$ cat src/rtl/sao_stat_collect.sv
// SAO edge-offset statistics collector: per-CTU signed sum and pixel count for EO categories 1..4,
// drained as four (sum, count) entries. Optional macro SAO_STAT_ZERO_SKIP_EN skips empty entries 0..2.
module sao_stat_collect #(
  parameter int num_pix_CTU_log2 = 5,
  parameter int num_CTU          = num_pix_CTU_log2 * 2,
  parameter int offset_len       = 4,
  parameter int sum_CTU_len      = num_CTU + offset_len
) (
  input  logic                          clk,
  input  logic                          arst_n,
  input  logic                          pix_valid,
  output logic                          in_ready,
  input  logic [2:0]                    pix_cat,
  input  logic signed [offset_len-1:0]  pix_diff,
  input  logic                          pix_last,
  output logic                          out_valid,
  input  logic                          out_ready,
  output logic [1:0]                    out_cat,
  output logic signed [sum_CTU_len-1:0] sum_blk_CTU,
  output logic [num_CTU-1:0]            num_blk_CTU,
  output logic                          out_last
);

  typedef enum logic [0:0] {
    ST_ACC   = 1'b0,
    ST_DRAIN = 1'b1
  } state_t;

  localparam logic [num_CTU-1:0]     NUM_MAX  = {num_CTU{1'b1}};
  localparam logic [num_CTU-1:0]     NUM_ONE  = {{(num_CTU-1){1'b0}}, 1'b1};
  localparam logic [num_CTU-1:0]     NUM_ZERO = {num_CTU{1'b0}};
  localparam logic [sum_CTU_len-1:0] SUM_ZERO = {sum_CTU_len{1'b0}};

  state_t                         state_r, state_s;
  logic [1:0]                     ptr_r, ptr_s;
  logic signed [sum_CTU_len-1:0]  sum_r [4];
  logic signed [sum_CTU_len-1:0]  sum_s [4];
  logic [num_CTU-1:0]             num_r [4];
  logic [num_CTU-1:0]             num_s [4];

  logic                           accept_s;
  logic                           cat_hit_s;
  logic [1:0]                     cat_idx_s;
  logic signed [sum_CTU_len-1:0]  diff_ext_s;
  logic [1:0]                     emit_ptr_s;
  logic                           emit_last_s;
  logic                           drain_hs_s;

`ifdef SAO_STAT_ZERO_SKIP_EN
  logic [2:0] nz_s;

  // First entry at or after p whose count is nonzero; entry 3 is the fallback.
  function automatic logic [1:0] skip_ptr(input logic [1:0] p, input logic [2:0] nz);
    logic [1:0] r;
    r = 2'd3;
    for (int i = 2; i >= 0; i--) begin
      if ((i >= int'(p)) && nz[i]) begin
        r = i[1:0];
      end else begin
        r = r;
      end
    end
    return r;
  endfunction
`endif

  // Beat qualification, category decode and sign extension of the difference.
  always_comb begin
    accept_s   = pix_valid && (state_r == ST_ACC);
    cat_hit_s  = (pix_cat >= 3'd1) && (pix_cat <= 3'd4);
    cat_idx_s  = pix_cat[1:0] - 2'd1;
    diff_ext_s = {{(sum_CTU_len-offset_len){pix_diff[offset_len-1]}}, pix_diff};
  end

  // Entry selection for the drain; with zero-skip the emitted index jumps over empty entries.
  always_comb begin
`ifdef SAO_STAT_ZERO_SKIP_EN
    for (int i = 0; i < 3; i++) begin
      nz_s[i] = (num_r[i] != NUM_ZERO);
    end
    emit_ptr_s = skip_ptr(ptr_r, nz_s);
`else
    emit_ptr_s = ptr_r;
`endif
    emit_last_s = (emit_ptr_s == 2'd3);
    drain_hs_s  = (state_r == ST_DRAIN) && out_ready;
  end

  // Next-state and drain pointer.
  always_comb begin
    state_s = state_r;
    ptr_s   = ptr_r;
    case (state_r)
      ST_ACC: begin
        if (accept_s && pix_last) begin
          state_s = ST_DRAIN;
          ptr_s   = 2'd0;
        end else begin
          state_s = ST_ACC;
        end
      end
      ST_DRAIN: begin
        if (out_ready && emit_last_s) begin
          state_s = ST_ACC;
          ptr_s   = 2'd0;
        end else if (out_ready) begin
          ptr_s   = emit_ptr_s + 2'd1;
        end else begin
          ptr_s   = ptr_r;
        end
      end
      default: begin
        state_s = ST_ACC;
        ptr_s   = 2'd0;
      end
    endcase
  end

  // Accumulator update; cleared by the final drain handshake, count saturates.
  always_comb begin
    sum_s = sum_r;
    num_s = num_r;
    if (drain_hs_s && emit_last_s) begin
      for (int i = 0; i < 4; i++) begin
        sum_s[i] = SUM_ZERO;
        num_s[i] = NUM_ZERO;
      end
    end else if (accept_s && cat_hit_s) begin
      sum_s[cat_idx_s] = sum_r[cat_idx_s] + diff_ext_s;
      if (num_r[cat_idx_s] != NUM_MAX) begin
        num_s[cat_idx_s] = num_r[cat_idx_s] + NUM_ONE;
      end else begin
        num_s[cat_idx_s] = NUM_MAX;
      end
    end else begin
      sum_s = sum_r;
    end
  end

  // State, pointer and accumulator registers.
  always_ff @(posedge clk or negedge arst_n) begin
    if (!arst_n) begin
      state_r <= ST_ACC;
      ptr_r   <= 2'd0;
      for (int i = 0; i < 4; i++) begin
        sum_r[i] <= SUM_ZERO;
        num_r[i] <= NUM_ZERO;
      end
    end else begin
      state_r <= state_s;
      ptr_r   <= ptr_s;
      for (int i = 0; i < 4; i++) begin
        sum_r[i] <= sum_s[i];
        num_r[i] <= num_s[i];
      end
    end
  end

  // Output decode straight from registers; idle outputs are forced to zero.
  always_comb begin
    in_ready = (state_r == ST_ACC);
    if (state_r == ST_DRAIN) begin
      out_valid   = 1'b1;
      out_cat     = emit_ptr_s;
      sum_blk_CTU = sum_r[emit_ptr_s];
      num_blk_CTU = num_r[emit_ptr_s];
      out_last    = emit_last_s;
    end else begin
      out_valid   = 1'b0;
      out_cat     = 2'd0;
      sum_blk_CTU = SUM_ZERO;
      num_blk_CTU = NUM_ZERO;
      out_last    = 1'b0;
    end
  end

endmodule

$ cat config.mk
export PLATFORM = sky130hd
export DESIGN_NAME = sao_stat_collect
export DESIGN_NICKNAME = d
export VERILOG_FILES = /design/src/rtl/sao_stat_collect.sv
export SDC_FILE = /design/constraint.sdc
export NUM_CORES = 1
export LEC_CHECK = 0
export ABC_CLOCK_PERIOD_IN_PS = 3100
export BUFFER_PORTS_ARGS = -buffer_cell sky130_fd_sc_hd__buf_4
export CELL_PAD_IN_SITES_DETAIL_PLACEMENT = 1
export CELL_PAD_IN_SITES_GLOBAL_PLACEMENT = 1
export CORE_MARGIN = 1.5
export CORE_UTILIZATION = 29
export CTS_BUF_LIST = sky130_fd_sc_hd__clkbuf_16
export DETAILED_ROUTE_END_ITERATION = 7
export PLACE_DENSITY = 0.58
export RECOVER_POWER = 100
export SLEW_MARGIN = 20
export SYNTH_ARGS = -nofsm -noshare
export SYNTH_HDL_FRONTEND = slang
export SYNTH_SLANG_ARGS = --single-unit
export TNS_END_PERCENT = 10
$ cat constraint.sdc
create_clock -name clk -period 3.1 [get_ports clk]
set_input_delay 0.775 -clock clk [delete_from_list [all_inputs] [get_ports clk]]
set_output_delay 0.775 -clock clk [all_outputs]
set_load 0.02 [all_outputs]
==> results by group <==
Logic synthesis
  • Mapped Area: 0.00616 mm^2
  • Syn Nets: 596
  • Cell variety after synth: 56
  • Top-count cell post-synth: dfrtp_1
  • Synthesized instance count: 563
  • Post-synth EDFFs: 0
  • Area leader, netlist: dfrtp_1
  • Syn_area_per_cell: 10.9 um^2
  • Top-area cell type share of the netlist area: 40.2%
  • Part of the Yosys area used for sequential elements: 40.2%
  • Flops & latches, synth: 99
  • Async set-reset flop share out of synthesis: 100%
  • Ys Warns: 0
  • Commonest cells in the netlist: 99 x dfrtp_1, 65 x o21ai_0, 62 x nand3_1, 48 x mux4_2, 42 x nand2_1
  • Ys flop type: dfrtp_1
  • Area contributors post-synth: dfrtp_1 40%, mux4_2 18%, o21ai_0 5.3%

Floorplan
  • Num ports: 41
  • Core Rows: 53
  • Die Area: 0.0221 mm^2
  • Die span in y: 149 um
  • Core ar.: 0.0209 mm^2
  • Die X: 149 um
  • Initial Utilization: 29.5%

Timing
  • FMAX: 329 MHz
  • RSZ-0062 raised after global routing: yes
  • Setup Skew: 7.93 ps
  • Post-Route Setup TNS: 0 ps
  • Final Hold Fails: 0
  • Slew Limit Fails: 0
  • Min Hold Slack: 517 ps
  • Slew @ Worst Pin: 1320 ps
  • Tcrit/Tclk final: 98.0%
  • Final setup viols: 0
  • Slew HR: 12.0%
  • Min cycle time layout: 3040 ps

Clocking
  • CTS buffer count: 9
  • # clock sinks: 99
  • CTS H-tree lvls: 3
  • Worst-Skew Late Latency: 360 ps
  • Cts hold-fix bufs: 0
  • Clk slew on worst S/H paths: 70 ps
  • Root Driver: clkbuf_16
  • Clock Path Buffers: 2
  • CTS tree: yes

Detailed routing
  • Detailed Route WL: 19.6 mm
  • DR DRC count: 0
  • Via Count: 5047
  • First DRT Iteration DRCs: 255
  • Routed vias/inst: 5.43
  • Antenna viol nets, final: 0
  • DR WL/cell: 21.1 um
  • Pre-Repair DR Iteration Count: 4

Critical path
  • Worst EP required: 3330 ps
  • Setup CP Type: in2reg
  • Critical Path AT: 3270 ps
  • CP Capture Type: flop
  • Startpoint types: input port
  • Max FO, Critical Path: 5

Global route
  • GRT Util Overall: 18.7%
  • First-pass GRT wire length: 31.6 mm
  • Global route total overflow: 0
  • Largest net degree at the start of global routing: 53
  • Vias in the first global route: 5575
  • Initial antenna violation count: 0

Layout
  • NumNets Final: 682
  • Final Instance Area: 0.00770 mm^2
  • # fillers: 2321
  • Inserted Diodes: 0
  • Layout cell share with drive strength beyond 1: 32.7%
  • Area growth syn-to-layout: 25.1%

Place
  • Detailed Place HPWL: 14.1 mm
  • Post-placement cell area: 0.00736 mm^2
  • GP Congestion: 0.806
  • I/O Buffers: 40

Power
  • Pleak: 3.38 nW
  • Peak VDD IR: 0.265 mV
  • Power per Cell Area: 770 mW/mm^2

Status
  • Status: finished clean

Run
  • MaxCap Viol Count: 0

Min path
  • Hold Path Class: reg2reg
sequential cells by signal (all words and copies together) (netlist names):
register	count
emit_ptr_s	2
num_r	40
state_r	1
sum_r	56
layer usage:
metal,track usage [%],wire [um]
met1,24.1,8730
met2,32.1,10100
met3,3.59,605
met5,0,0
met4,5.00,245
cells by family after synthesis:
family / Yosys count / share of synthesized area (%)
flops: 99 / 40.2
simple gates: 186 / 16.3
mux: 53 / 18.4
fa+ha+maj: 21 / 4.39
xor+xnor: 12 / 1.83
compound gates: 141 / 15.2
buf+inv: 51 / 3.70
critical path: stages:
cell,delay [ps]
buf_8,90
inv_4,40
ha_4,330
mux4_2,360
ha_4,190
inv_2,60
fa_2,240
nor2b_4,70
o31ai_4,240
a21oi_2,90
a221o_1,350
a211oi_2,300
o21ai_1,120
what timing repair did:
action	CTS	global route
pin swaps	0	12
setup buffers	0	3
setup endpoints to repair	3	20
gates resized for setup	1	16
metrics by stage:
step	std cells	power, mW	util (%)	setup slack (ps)
after floorplan	563	3.63	-	-473
after global placement	910	4.64	35.3	-286
after detailed placement	910	4.76	35.3	-385
after CTS	926	5.94	36.7	26.8
after global routing	929	6.32	36.9	-62.4
final	929	5.93	36.9	60.5
layout make-up:
class                   instances  area, um^2  share of cell area, %
multi-input cells             413        3590                   46.6
flip-flops and latches         99        2480                   32.2
repair buffers                117         955                   12.4
well taps                     275         344                   4.47
clock buffers                   9         225                   2.92
clock inverters                 7        68.8                  0.894
inverters                       9        38.8                  0.504
cells in the final DEF, fill, tap and decap left out, drive strengths merged, types with 3 or more instances in the layout:
cell type    n
ha          20
and3         6
xor2         6
o21ai       69
a22o        26
buf        112
nor4         6
nor2b        6
dfrtp       99
mux2i        5
a31oi        3
a21o         4
a311oi       4
nand3       63
nand2       42
xnor2        6
nand2b       3
o21a         3
a21oi       18
nor3         8
inv         11
clkbuf      13
and2        33
o211ai       4
nor2        10
mux4        48
clkinv       3
nand4        3
final timing paths:
kind                             from         to  slack, ps  depth (start not counted)
max in group asynchronous      arst_n  num_r[37]        540                          2
min reg2reg                 num_r[31]  num_r[31]        520                          2
min                         num_r[31]  num_r[31]        520                          2
min in group asynchronous      arst_n  num_r[14]        700                          1
max reg2reg                 sum_r[42]  sum_r[54]        370                         10
max                        pix_cat[0]  sum_r[54]         60                         13
power breakdown:
| part | total (mW) | switching (mW) | internal (mW) |
|---|---|---|---|
| sequential | 1.87 | 0.267 | 1.60 |
| combinational | 2.89 | 1.54 | 1.35 |
| clock | 1.17 | 0.542 | 0.626 |
| total | 5.93 | 2.35 | 3.58 |
Note: power is estimated with default switching activity, not from simulation.
